**src/rtl/fix_checksum_gen.sv**
```systemverilog
`default_nettype none
// +----------------------------------------------------------------------------+
// | Module      : fix_checksum_gen                                             |
// | Description : Accumulates a modulo-256 sum over FIX message bytes, then    |
// |               converts it to three ASCII decimal digits, which are sent    |
// |               hundreds first over a valid/ready handshake.                 |
// | Revision    : 1.0 - initial release                                        |
// +----------------------------------------------------------------------------+
module fix_checksum_gen (
    input  logic       clk,
    input  logic       rst,
    input  logic       start_i,
    input  logic [7:0] data_i,
    input  logic       data_valid_i,
    input  logic       freeze_i,
    output logic [7:0] chksm_o,
    output logic       chksm_valid_o,
    input  logic       chksm_rdy_i,
    output logic [7:0] sum_o,
    output logic       busy_o,
    output logic       done_o
);

    localparam logic [2:0] c_IDLE   = 3'd0;
    localparam logic [2:0] c_ACCUM  = 3'd1;
    localparam logic [2:0] c_CONV_H = 3'd2;
    localparam logic [2:0] c_CONV_T = 3'd3;
    localparam logic [2:0] c_OUT_H  = 3'd4;
    localparam logic [2:0] c_OUT_T  = 3'd5;
    localparam logic [2:0] c_OUT_U  = 3'd6;

    localparam logic [7:0] c_ASCII_ZERO = 8'h30;

    logic [2:0] r_state;
    logic [7:0] r_sum;
    logic [7:0] r_rem;
    logic [3:0] r_hund;
    logic [3:0] r_tens;

    logic [7:0] w_load;
    logic [3:0] w_digit;

    // Value a start_i cycle loads into the sum: the byte on that cycle, if any.
    assign w_load = data_valid_i ? data_i : 8'd0;

    // Main FSM: accumulate, convert by repeated subtraction, then emit digits.
    always_ff @(posedge clk) begin
        if (rst) begin
            r_state <= c_IDLE;
            r_sum   <= 8'd0;
            r_rem   <= 8'd0;
            r_hund  <= 4'd0;
            r_tens  <= 4'd0;
        end else begin
            case (r_state)
                c_IDLE: begin
                    if (start_i) begin
                        r_sum <= w_load;
                        if (freeze_i) begin
                            // Single-byte message: start and freeze together.
                            r_rem   <= w_load;
                            r_hund  <= 4'd0;
                            r_tens  <= 4'd0;
                            r_state <= c_CONV_H;
                        end else begin
                            r_state <= c_ACCUM;
                        end
                    end
                end
                c_ACCUM: begin
                    if (start_i) begin
                        r_sum <= w_load;
                        if (freeze_i) begin
                            r_rem   <= w_load;
                            r_hund  <= 4'd0;
                            r_tens  <= 4'd0;
                            r_state <= c_CONV_H;
                        end
                    end else if (freeze_i) begin
                        // The byte presented with freeze is not counted.
                        r_rem   <= r_sum;
                        r_hund  <= 4'd0;
                        r_tens  <= 4'd0;
                        r_state <= c_CONV_H;
                    end else if (data_valid_i) begin
                        r_sum <= r_sum + data_i;
                    end
                end
                c_CONV_H: begin
                    if (r_rem >= 8'd100) begin
                        r_rem  <= r_rem - 8'd100;
                        r_hund <= r_hund + 4'd1;
                    end else begin
                        r_state <= c_CONV_T;
                    end
                end
                c_CONV_T: begin
                    if (r_rem >= 8'd10) begin
                        r_rem  <= r_rem - 8'd10;
                        r_tens <= r_tens + 4'd1;
                    end else begin
                        r_state <= c_OUT_H;
                    end
                end
                c_OUT_H: if (chksm_rdy_i) r_state <= c_OUT_T;
                c_OUT_T: if (chksm_rdy_i) r_state <= c_OUT_U;
                c_OUT_U: if (chksm_rdy_i) r_state <= c_IDLE;
                default: r_state <= c_IDLE;
            endcase
        end
    end

    // Select the digit for the current output state; units is the remainder.
    always_comb begin
        w_digit = 4'd0;
        case (r_state)
            c_OUT_H: w_digit = r_hund;
            c_OUT_T: w_digit = r_tens;
            c_OUT_U: w_digit = r_rem[3:0];
            default: w_digit = 4'd0;
        endcase
    end

    assign chksm_o       = c_ASCII_ZERO + {4'd0, w_digit};
    // Valid and done decode the state alone; done marks the units-digit state,
    // so with the consumer ready it is a single-cycle pulse on acceptance.
    assign chksm_valid_o = (r_state == c_OUT_H) || (r_state == c_OUT_T) ||
                           (r_state == c_OUT_U);
    assign done_o        = (r_state == c_OUT_U);
    assign busy_o        = (r_state != c_IDLE);
    assign sum_o         = r_sum;

endmodule
`default_nettype wire

```
**config.mk**
```make
export PLATFORM = sky130hd
export DESIGN_NAME = fix_checksum_gen
export DESIGN_NICKNAME = d
export VERILOG_FILES = /design/src/rtl/fix_checksum_gen.sv
export SDC_FILE = /design/constraint.sdc
export NUM_CORES = 1
export LEC_CHECK = 0
export BUFFER_PORTS_ARGS = -buffer_cell sky130_fd_sc_hd__buf_2
export CAP_MARGIN = 20
export CORE_MARGIN = 8
export CORE_UTILIZATION = 45
export CTS_CLUSTER_DIAMETER = 80
export DETAILED_ROUTE_END_ITERATION = 10
export GPL_ROUTABILITY_DRIVEN = 0
export PLACE_DENSITY = 0.67
export SYNTH_ARGS = -nofsm -noshare
export SYNTH_HDL_FRONTEND = slang
export SYNTH_SLANG_ARGS = --single-unit
```
**constraint.sdc**
```tcl
create_clock -name clk -period 1.8 [get_ports clk]
set_input_delay 0.27 -clock clk [delete_from_list [all_inputs] [get_ports clk]]
set_output_delay 0.27 -clock clk [all_outputs]
set_load 0.03 [all_outputs]
```
# After elaboration in Yosys (flattened, before gate mapping)
# Index checks and enable logic that the tools add are counted.
dict set report classes {
  n_addsub 6
  magnitude_cmp 2
  eq_ne 18
  n_mux 31
  reduce_logical 13
}
# op n
set op_table {}
lappend op_table {{$mux 8} 11}
lappend op_table {{$pmux 4 s3} 3}
lappend op_table {{$pmux 8 s4} 1}
lappend op_table {{$mux 4} 6}
lappend op_table {{$mux 3} 7}
lappend op_table {{$pmux 3 s7} 1}
lappend op_table {{$ne 2x2->1 const B} 9}
lappend op_table {{$pmux 8 s2} 1}
lappend op_table {{$eq 3x3->1 const B} 3}
lappend op_table {{$ne 3x3->1 const B} 3}
lappend op_table {{$reduce_bool 3->1} 3}
lappend op_table {{$add 4x1->4 const B} 2}
lappend op_table {{$add 8x8->8} 1}
lappend op_table {{$ge 8x4->1 const B} 1}
lappend op_table {{$ge 8x7->1 const B} 1}
lappend op_table {{$sub 8x4->8 const B} 1}
lappend op_table {{$sub 8x7->8 const B} 1}
lappend op_table {{$add 6x4->7 const A} 1}
lappend op_table {{$reduce_and 7->1} 1}
lappend op_table {{$eq 3x2->1 const B} 2}
lappend op_table {{$reduce_and 3->1} 2}
lappend op_table {{$reduce_and 5->1} 1}
lappend op_table {{$reduce_and 4->1} 1}
lappend op_table {{$reduce_bool 4->1} 1}
lappend op_table {{5 further kinds} 6}
dict set report totals {
  reg_bits 27
  input_bits 14
  elab_cells 75
}

# Logic depth before layout (Yosys ltp)
# Gate-level depths: netlist of the first run.
dict set report logic_depth {
  depth_word 5
  ltp_mapped 9
  depth_no_buf 8
}

# Worst setup path after synthesis of the first run
# OpenSTA, ideal clock, no wires.
dict set report synth_timing {
  path_kind {reg-to-reg}
  start {register r_sum[1] (netlist: sum_o[1])}
  end {register r_sum[7] (netlist: sum_o[7])}
  setup_time_ps 116
  arrival_ps 2025
  slack_ps -340
  stages_incl_launch_ff 7
  n_path_buf 0
  period_less_slack_ps 2140
  path_cell_list {dfxtp_1 > ha_1 > a21o_1 > a211o_1 > a2111oi_1 > o2111ai_1 > and3b_1}
}
dict set report synth_via {
  elab_chain_len 5
}
# item line
set synth_lines {}
lappend synth_lines {{start: declaration} 35} ;# logic [7:0] r_sum;
lappend synth_lines {{start signal: assignment} 58} ;# r_sum <= w_load;
lappend synth_lines {{start signal: assignment} 72} ;# r_sum <= w_load;
lappend synth_lines {{start signal: assignment} 86} ;# r_sum <= r_sum + data_i;
lappend synth_lines {{$add 8x8->8} 86}
lappend synth_lines {{$mux 8} 85} ;# end else if (data_valid_i) begin
lappend synth_lines {{$mux 8} 79} ;# end else if (freeze_i) begin
lappend synth_lines {{$mux 8} 71} ;# if (start_i) begin
lappend synth_lines {{$pmux 8 s2} 55} ;# case (r_state)
# No other way between the ends. The select of a mux whose other input is x is not followed.
# A chain may end at the register's enable or synchronous reset.

# Worst setup path after layout of the first run
dict set report layout_timing {
  start {register r_rem[2]}
  end {register r_rem[6]}
}
dict set report layout_via {
  elab_chain_len 3
  elab_cells_between_ends 10
  classes_between {add/sub: 2; order compare: 2; eq/ne: 2; mux: 3; reduce/logical: 1}
}
# item line
set layout_lines {}
lappend layout_lines {{start: declaration} 36} ;# logic [7:0] r_rem;
lappend layout_lines {{start signal: assignment} 61} ;# r_rem <= w_load;
lappend layout_lines {{start signal: assignment} 74} ;# r_rem <= w_load;
lappend layout_lines {{start signal: assignment} 81} ;# r_rem <= r_sum;
lappend layout_lines {{$sub 8x4->8 (tied with other cells)} 99} ;# r_rem <= r_rem - 8'd10;
lappend layout_lines {{$mux 8 (tied with other cells)} 98} ;# if (r_rem >= 8'd10) begin
lappend layout_lines {{$pmux 8 s4 or $reduce_and 5->1 (tied branches)} --}
# Several ways; a longest one is shown, not always the timed one. The select of a mux whose other input is x is not followed.

==> results of run 1 <==
## final cells by class
type	instances	area [sq um]
clock inverter	1	7.51
clock buffer	3	41.3
multi-input combinational	259	1960
tap	72	90.1
sequential	27	568
timing repair buffer	101	767
inverter	14	58.8
fill	467	1910
## layout by cell type, fill, tap and decap left out, types with 6 or more instances in the layout
cell | netlist | routed
dfxtp_4 | 0 | 7
o21ai_0 | 21 | 15
dfxtp_1 | 27 | 19
nand2b_1 | 6 | 6
a21oi_1 | 28 | 23
nor2_2 | 0 | 6
inv_1 | 14 | 9
buf_2 | 10 | 26
a31oi_1 | 7 | 6
ha_1 | 14 | 9
mux2i_1 | 8 | 8
o21ai_1 | 2 | 6
nor2_1 | 40 | 33
a211oi_1 | 7 | 6
nor3_1 | 9 | 8
buf_4 | 6 | 64
nand2_1 | 18 | 17
nand3_1 | 13 | 13
## power by group through the flow
stage	logic [mW]	registers, mW	clock network [mW]
global route	1.67	0.752	0.411
detailed placement	1.27	0.740	0
global placement	1.25	0.738	0
floorplan	0.782	0.768	0
CTS	1.39	0.735	0.388
finish	1.56	0.744	0.385
## per-stage QoR
stage,std cells,cell area [sq um]
6_report,477,3500
5_1_grt,477,3500
4_1_cts,470,3300
3_5_place_dp,459,3070
3_3_place_gp,459,3070
2_1_floorplan,329,2540
## critical path, cell delays in order (launching register included)
cell and delay (ps):
dfxtp_4 380, buf_4 150, ha_4 170, a2111oi_4 290, buf_4 190, xnor2_1 110
nor2_1 90, a2111oi_2 300, o21ai_1 130
## what timing repair did
item	in CTS	in global routing
gates cloned	0	1
setup buffers	8	6
setup endpoints to repair	23	28
endpoints found under the hold margin	0	0
pin swaps	17	17
gates resized for setup	28	36
## registers in the layout, indices dropped and copies added, names as in the netlist
register,cells
r_rem,8
sum_o,8
r_state,3
r_hund,4
r_tens,4
## routing by layer
metal | vias up | wire length, um
met5 | - | 0
met4 | 0 | 180
met3 | 19 | 506
met2 | 113 | 4320
met1 | 1364 | 3470
li1 | 1344 | -
## cells by family (layout without fill, tap and decap cells)
family | after synthesis | count (layout) | share of synthesized area
buffers and inverters | 43 | 119 | 0.0888
and+or+nand+nor | 118 | 118 | 0.242
muxes | 8 | 8 | 0.0325
AOI/OAI and AO/OA | 106 | 106 | 0.307
adders and majority gates | 15 | 15 | 0.0791
xor gates and xnor gates | 8 | 8 | 0.0284
DFF | 27 | 27 | 0.219
other | 2 | 4 | 0.00305
## cells in the mapped netlist (3+ instances only)
library cell | number | area (sq um)
a211oi_1 | 7 | 52.6
a21oi_1 | 28 | 140
a311oi_1 | 3 | 26.3
a31oi_1 | 7 | 43.8
buf_2 | 10 | 50.1
buf_4 | 6 | 45.0
buf_6 | 3 | 33.8
clkbuf_1 | 8 | 30.0
dfxtp_1 | 27 | 541
ha_1 | 14 | 175
inv_1 | 14 | 52.6
mux2i_1 | 8 | 80.1
nand2_1 | 18 | 67.6
nand2b_1 | 6 | 37.5
nand3_1 | 13 | 65.1
nor2_1 | 40 | 150
nor2b_1 | 7 | 43.8
nor3_1 | 9 | 45.0
nor3b_1 | 5 | 37.5
o21a_1 | 4 | 30.0
o21ai_0 | 21 | 105
o31ai_1 | 3 | 22.5
or3_1 | 5 | 31.3
xnor2_1 | 5 | 43.8
xor2_1 | 3 | 26.3
## final timing paths
path	startpoint	endpoint	slack, ps	cells past startpoint
setup / recovery	r_rem[2]$_SDFFE_PP0P_	r_rem[6]$_SDFFE_PP0P_	-120	8
hold / removal	data_i[5]	sum_o[5]$_SDFFE_PP0P_	310	3
setup reg to reg	r_rem[2]$_SDFFE_PP0P_	r_rem[6]$_SDFFE_PP0P_	-120	8
hold reg to reg	r_tens[3]$_SDFFE_PP0P_	r_tens[3]$_SDFFE_PP0P_	500	2
==> reports/qor.txt, run 1 <==
drc violations - 0
Final Hold Slack - 309 ps
Async SR Flop Fraction - 0
diode count - 0
Worst EP required - 1980 ps
# rows - 27
P_sw - 1.13 mW
Netlist cell types - 68
die area - 8110 sq um
PwrDens - 770 nW/um^2
Mapped Avg Cell Area - 7.54 sq um
crit share post-route - 1.07
Top-Level Pins - 33
largest net degree at the start of global routing - 28
fin crit period - 1920 ps
grt ovf - 0
drt initial violations - 242
Pint - 1.57 mW
GR peak layer - met2
count of yosys warnings during synthesis - 0
Fin. Hold Viols - 0
setup TNS - -649 ps
final clock skew - 2.53 ps
portion of total power attributed to the clock network - 0.143
Slew Limit Fails - 0
share of cells above drive strength 1 - 0.412
worst vdd ir - 0.474 mV
Area growth syn-to-layout - 41.8%
headroom to the max-slew limit - 0.613
Worst Tran Pin Value - 580 ps
Flop pwr share - 0.276
final core utilization - 0.647
status - finished with violations
crit path max fanout - 4
vias in the first global route - 2773
vias per std cell - 5.95
CTS Buffer Depth - 2
CTS buffer count - 3
first-pass GRT wire length - 13200 um
CTS H-tree depth - 1
Clock Latency Late Sink - 290 ps
switching part of the total power - 0.418
failing checks - negative setup slack
critical path arrival - 2100 ps
CTS clk-pin slew, worst paths - 110 ps
post-route antenna net violation count - 0
vias post-DR - 2840
met2 Track Usage GR - 0.344
CTS root buffer - clkbuf_8
Post-synth EDFFs - 0
Leak Pwr - 1.41 nW
clk sinks - 27
core area - 5410 sq um
Final nets - 435
met3 Usage GRT - 0.0399
sequential area share after synthesis - 0.219
drt total wl - 8480 um
maxcap violations - 0
Post-CTS Hold Buffers - 0
RSZ-0062 raised after global routing - yes
Vert. Die Dim - 90.0 um
Critical Path Sink Type - flip-flop
Wirelength per Cell - 17.8 um
Total GRT Usage - 0.192
CTS tree - yes
DP Wirelength - 5870 um
Final setup viols - 11
combinational share of power - 0.581
Cell Area, Synth - 2470 sq um
GR Util met1 - 0.223
# port buffers - 28
initial antenna violation count - 0
Die W - 90.0 um
Syn Inst Count - 327
Setup Slack @ Placement - -210 ps
HP Class - in2reg
Synth Flop Type - dfxtp_1
setup ws final - -119 ps
startpoint types - flip-flop
Total Power - 2.69 mW
WS Path Type - reg2reg
DRT Pass-1 Iters - 5
FF+latch count, synth - 27
Initial Utilization - 0.456
Fmax - 521 MHz
Note: power is estimated with default switching activity, not from simulation.
==> inputs of run 2 (changes only) <==
CORE_MARGIN = 2   (was 8)
==> reports/qor.txt, run 2 (same netlist as run 1, synthesis figures left out) <==
Vert. Die Dim - 78.0 um
placed cell area - 3030 sq um
Die W - 78.0 um
DP Wirelength - 5560 um
Slew Limit Fails - 0
startpoint types - flip-flop
core area - 5200 sq um
Post-CTS Hold Buffers - 0
met2 Track Usage GR - 0.425
CTS Buffer Depth - 2
commonest cells after routing, fill and taps aside - buf_4, nor2_1, buf_2
Worst EP required - 1970 ps
final clock skew - 12.3 ps
P_sw - 1.10 mW
Final nets - 438
Placed Instances - 455
status - finished with violations
portion of total power attributed to the clock network - 0.148
Leak Pwr - 1.44 nW
combinational share of power - 0.573
Final Hold Slack - 309 ps
switching part of the total power - 0.418
Initial Utilization - 0.474
CTS buffer count - 3
post-route antenna net violation count - 0
most common cell after layout, fill and taps aside - buf_4
largest net degree at the start of global routing - 28
grt ovf - 0
Total GRT Usage - 0.254
crit path max fanout - 4
Clock Latency Late Sink - 290 ps
Final setup viols - 9
GR peak layer - met2
CTS root buffer - clkbuf_8
RSZ-0062 raised after global routing - yes
worst vdd ir - 0.469 mV
Area growth syn-to-layout - 41.6%
vias per std cell - 5.78
critical path arrival - 2140 ps
PwrDens - 757 nW/um^2
Setup Slack @ Placement - -195 ps
drt initial violations - 210
Top-Level Pins - 33
Fmax - 509 MHz
clk sinks - 27
design area - 3490 sq um
DRT Pass-1 Iters - 5
headroom to the max-slew limit - 0.478
Pint - 1.54 mW
fill count - 438
CTS H-tree depth - 1
drt total wl - 7920 um
maxcap violations - 0
CTS clk-pin slew, worst paths - 120 ps
die area - 6090 sq um
met3 Usage GRT - 0.0276
# port buffers - 28
Total Power - 2.64 mW
initial antenna violation count - 0
HP Class - in2reg
Wirelength per Cell - 16.6 um
drc violations - 0
final cell count without fillers - 478
Flop pwr share - 0.279
vias in the first global route - 2649
crit share post-route - 1.09
failing checks - negative setup slack
CTS tree - yes
diode count - 0
Worst Tran Pin Value - 777 ps
WS Path Type - reg2reg
GR Util met1 - 0.339
fin crit period - 1970 ps
setup ws final - -166 ps
Fin. Hold Viols - 0
first-pass GRT wire length - 12500 um
Critical Path Sink Type - flip-flop
# rows - 26
vias post-DR - 2763
share of cells above drive strength 1 - 0.434
[run 2: power groups by stage]
stage	Combinational, mW	Clock (mW)	Sequential [mW]
2_1_floorplan	0.782	0	0.768
4_1_cts	1.37	0.392	0.738
6_report	1.51	0.391	0.737
3_5_place_dp	1.23	0	0.745
3_3_place_gp	1.21	0	0.743
5_1_grt	1.62	0.415	0.745
[run 2: what timing repair did]
item | 4_1_cts | 5_1_grt
setup buffers | 11 | 9
setup endpoints to repair | 23 | 29
pin swaps | 13 | 21
gates resized for setup | 32 | 48
gates cloned | 0 | 0
[run 2: critical path: stages (launching register included)]
cell	delay [ps]
dfxtp_2	360
inv_2	90
buf_6	110
ha_4	130
nand2b_4	70
a2111o_1	430
buf_6	150
a31oi_4	180
mux2i_1	260
nor2_1	60
[run 2: cell type report]
type | instances | area [sq um] | area share
Multi-Input combinational cell | 259 | 1960 | 0.561
Tap cell | 70 | 87.6 | 0.0251
Sequential cell | 27 | 567 | 0.162
Inverter | 14 | 60.1 | 0.0172
Clock inverter | 1 | 6.26 | 0.00179
Timing Repair Buffer | 104 | 771 | 0.221
Clock buffer | 3 | 41.3 | 0.0118
[run 2: final timing paths]
kind,start,endpoint,slack (ps),cells past startpoint
max,r_rem[2]$_SDFFE_PP0P_,r_state[0]$_SDFFE_PP0P_,-170,9
min,data_i[5],sum_o[5]$_SDFFE_PP0P_,310,3
max reg2reg,r_rem[2]$_SDFFE_PP0P_,r_state[0]$_SDFFE_PP0P_,-170,9
min reg2reg,r_hund[1]$_SDFFE_PP0P_,r_hund[1]$_SDFFE_PP0P_,510,2
[run 2: routing by layer]
layer / share of wire / routed length (um)
met3: 0.051 / 401
met1: 0.46 / 3610
met5: 0 / 0
met4: 0.017 / 136
met2: 0.48 / 3770
[run 2: through the flow]
stage | setup TNS (ps) | utilization
after CTS | -886 | 0.630
after global placement | -1060 | 0.582
final | -826 | 0.671
after global routing | -1880 | 0.671
after floorplan | -49.0 | -
after detailed placement | -1930 | 0.582
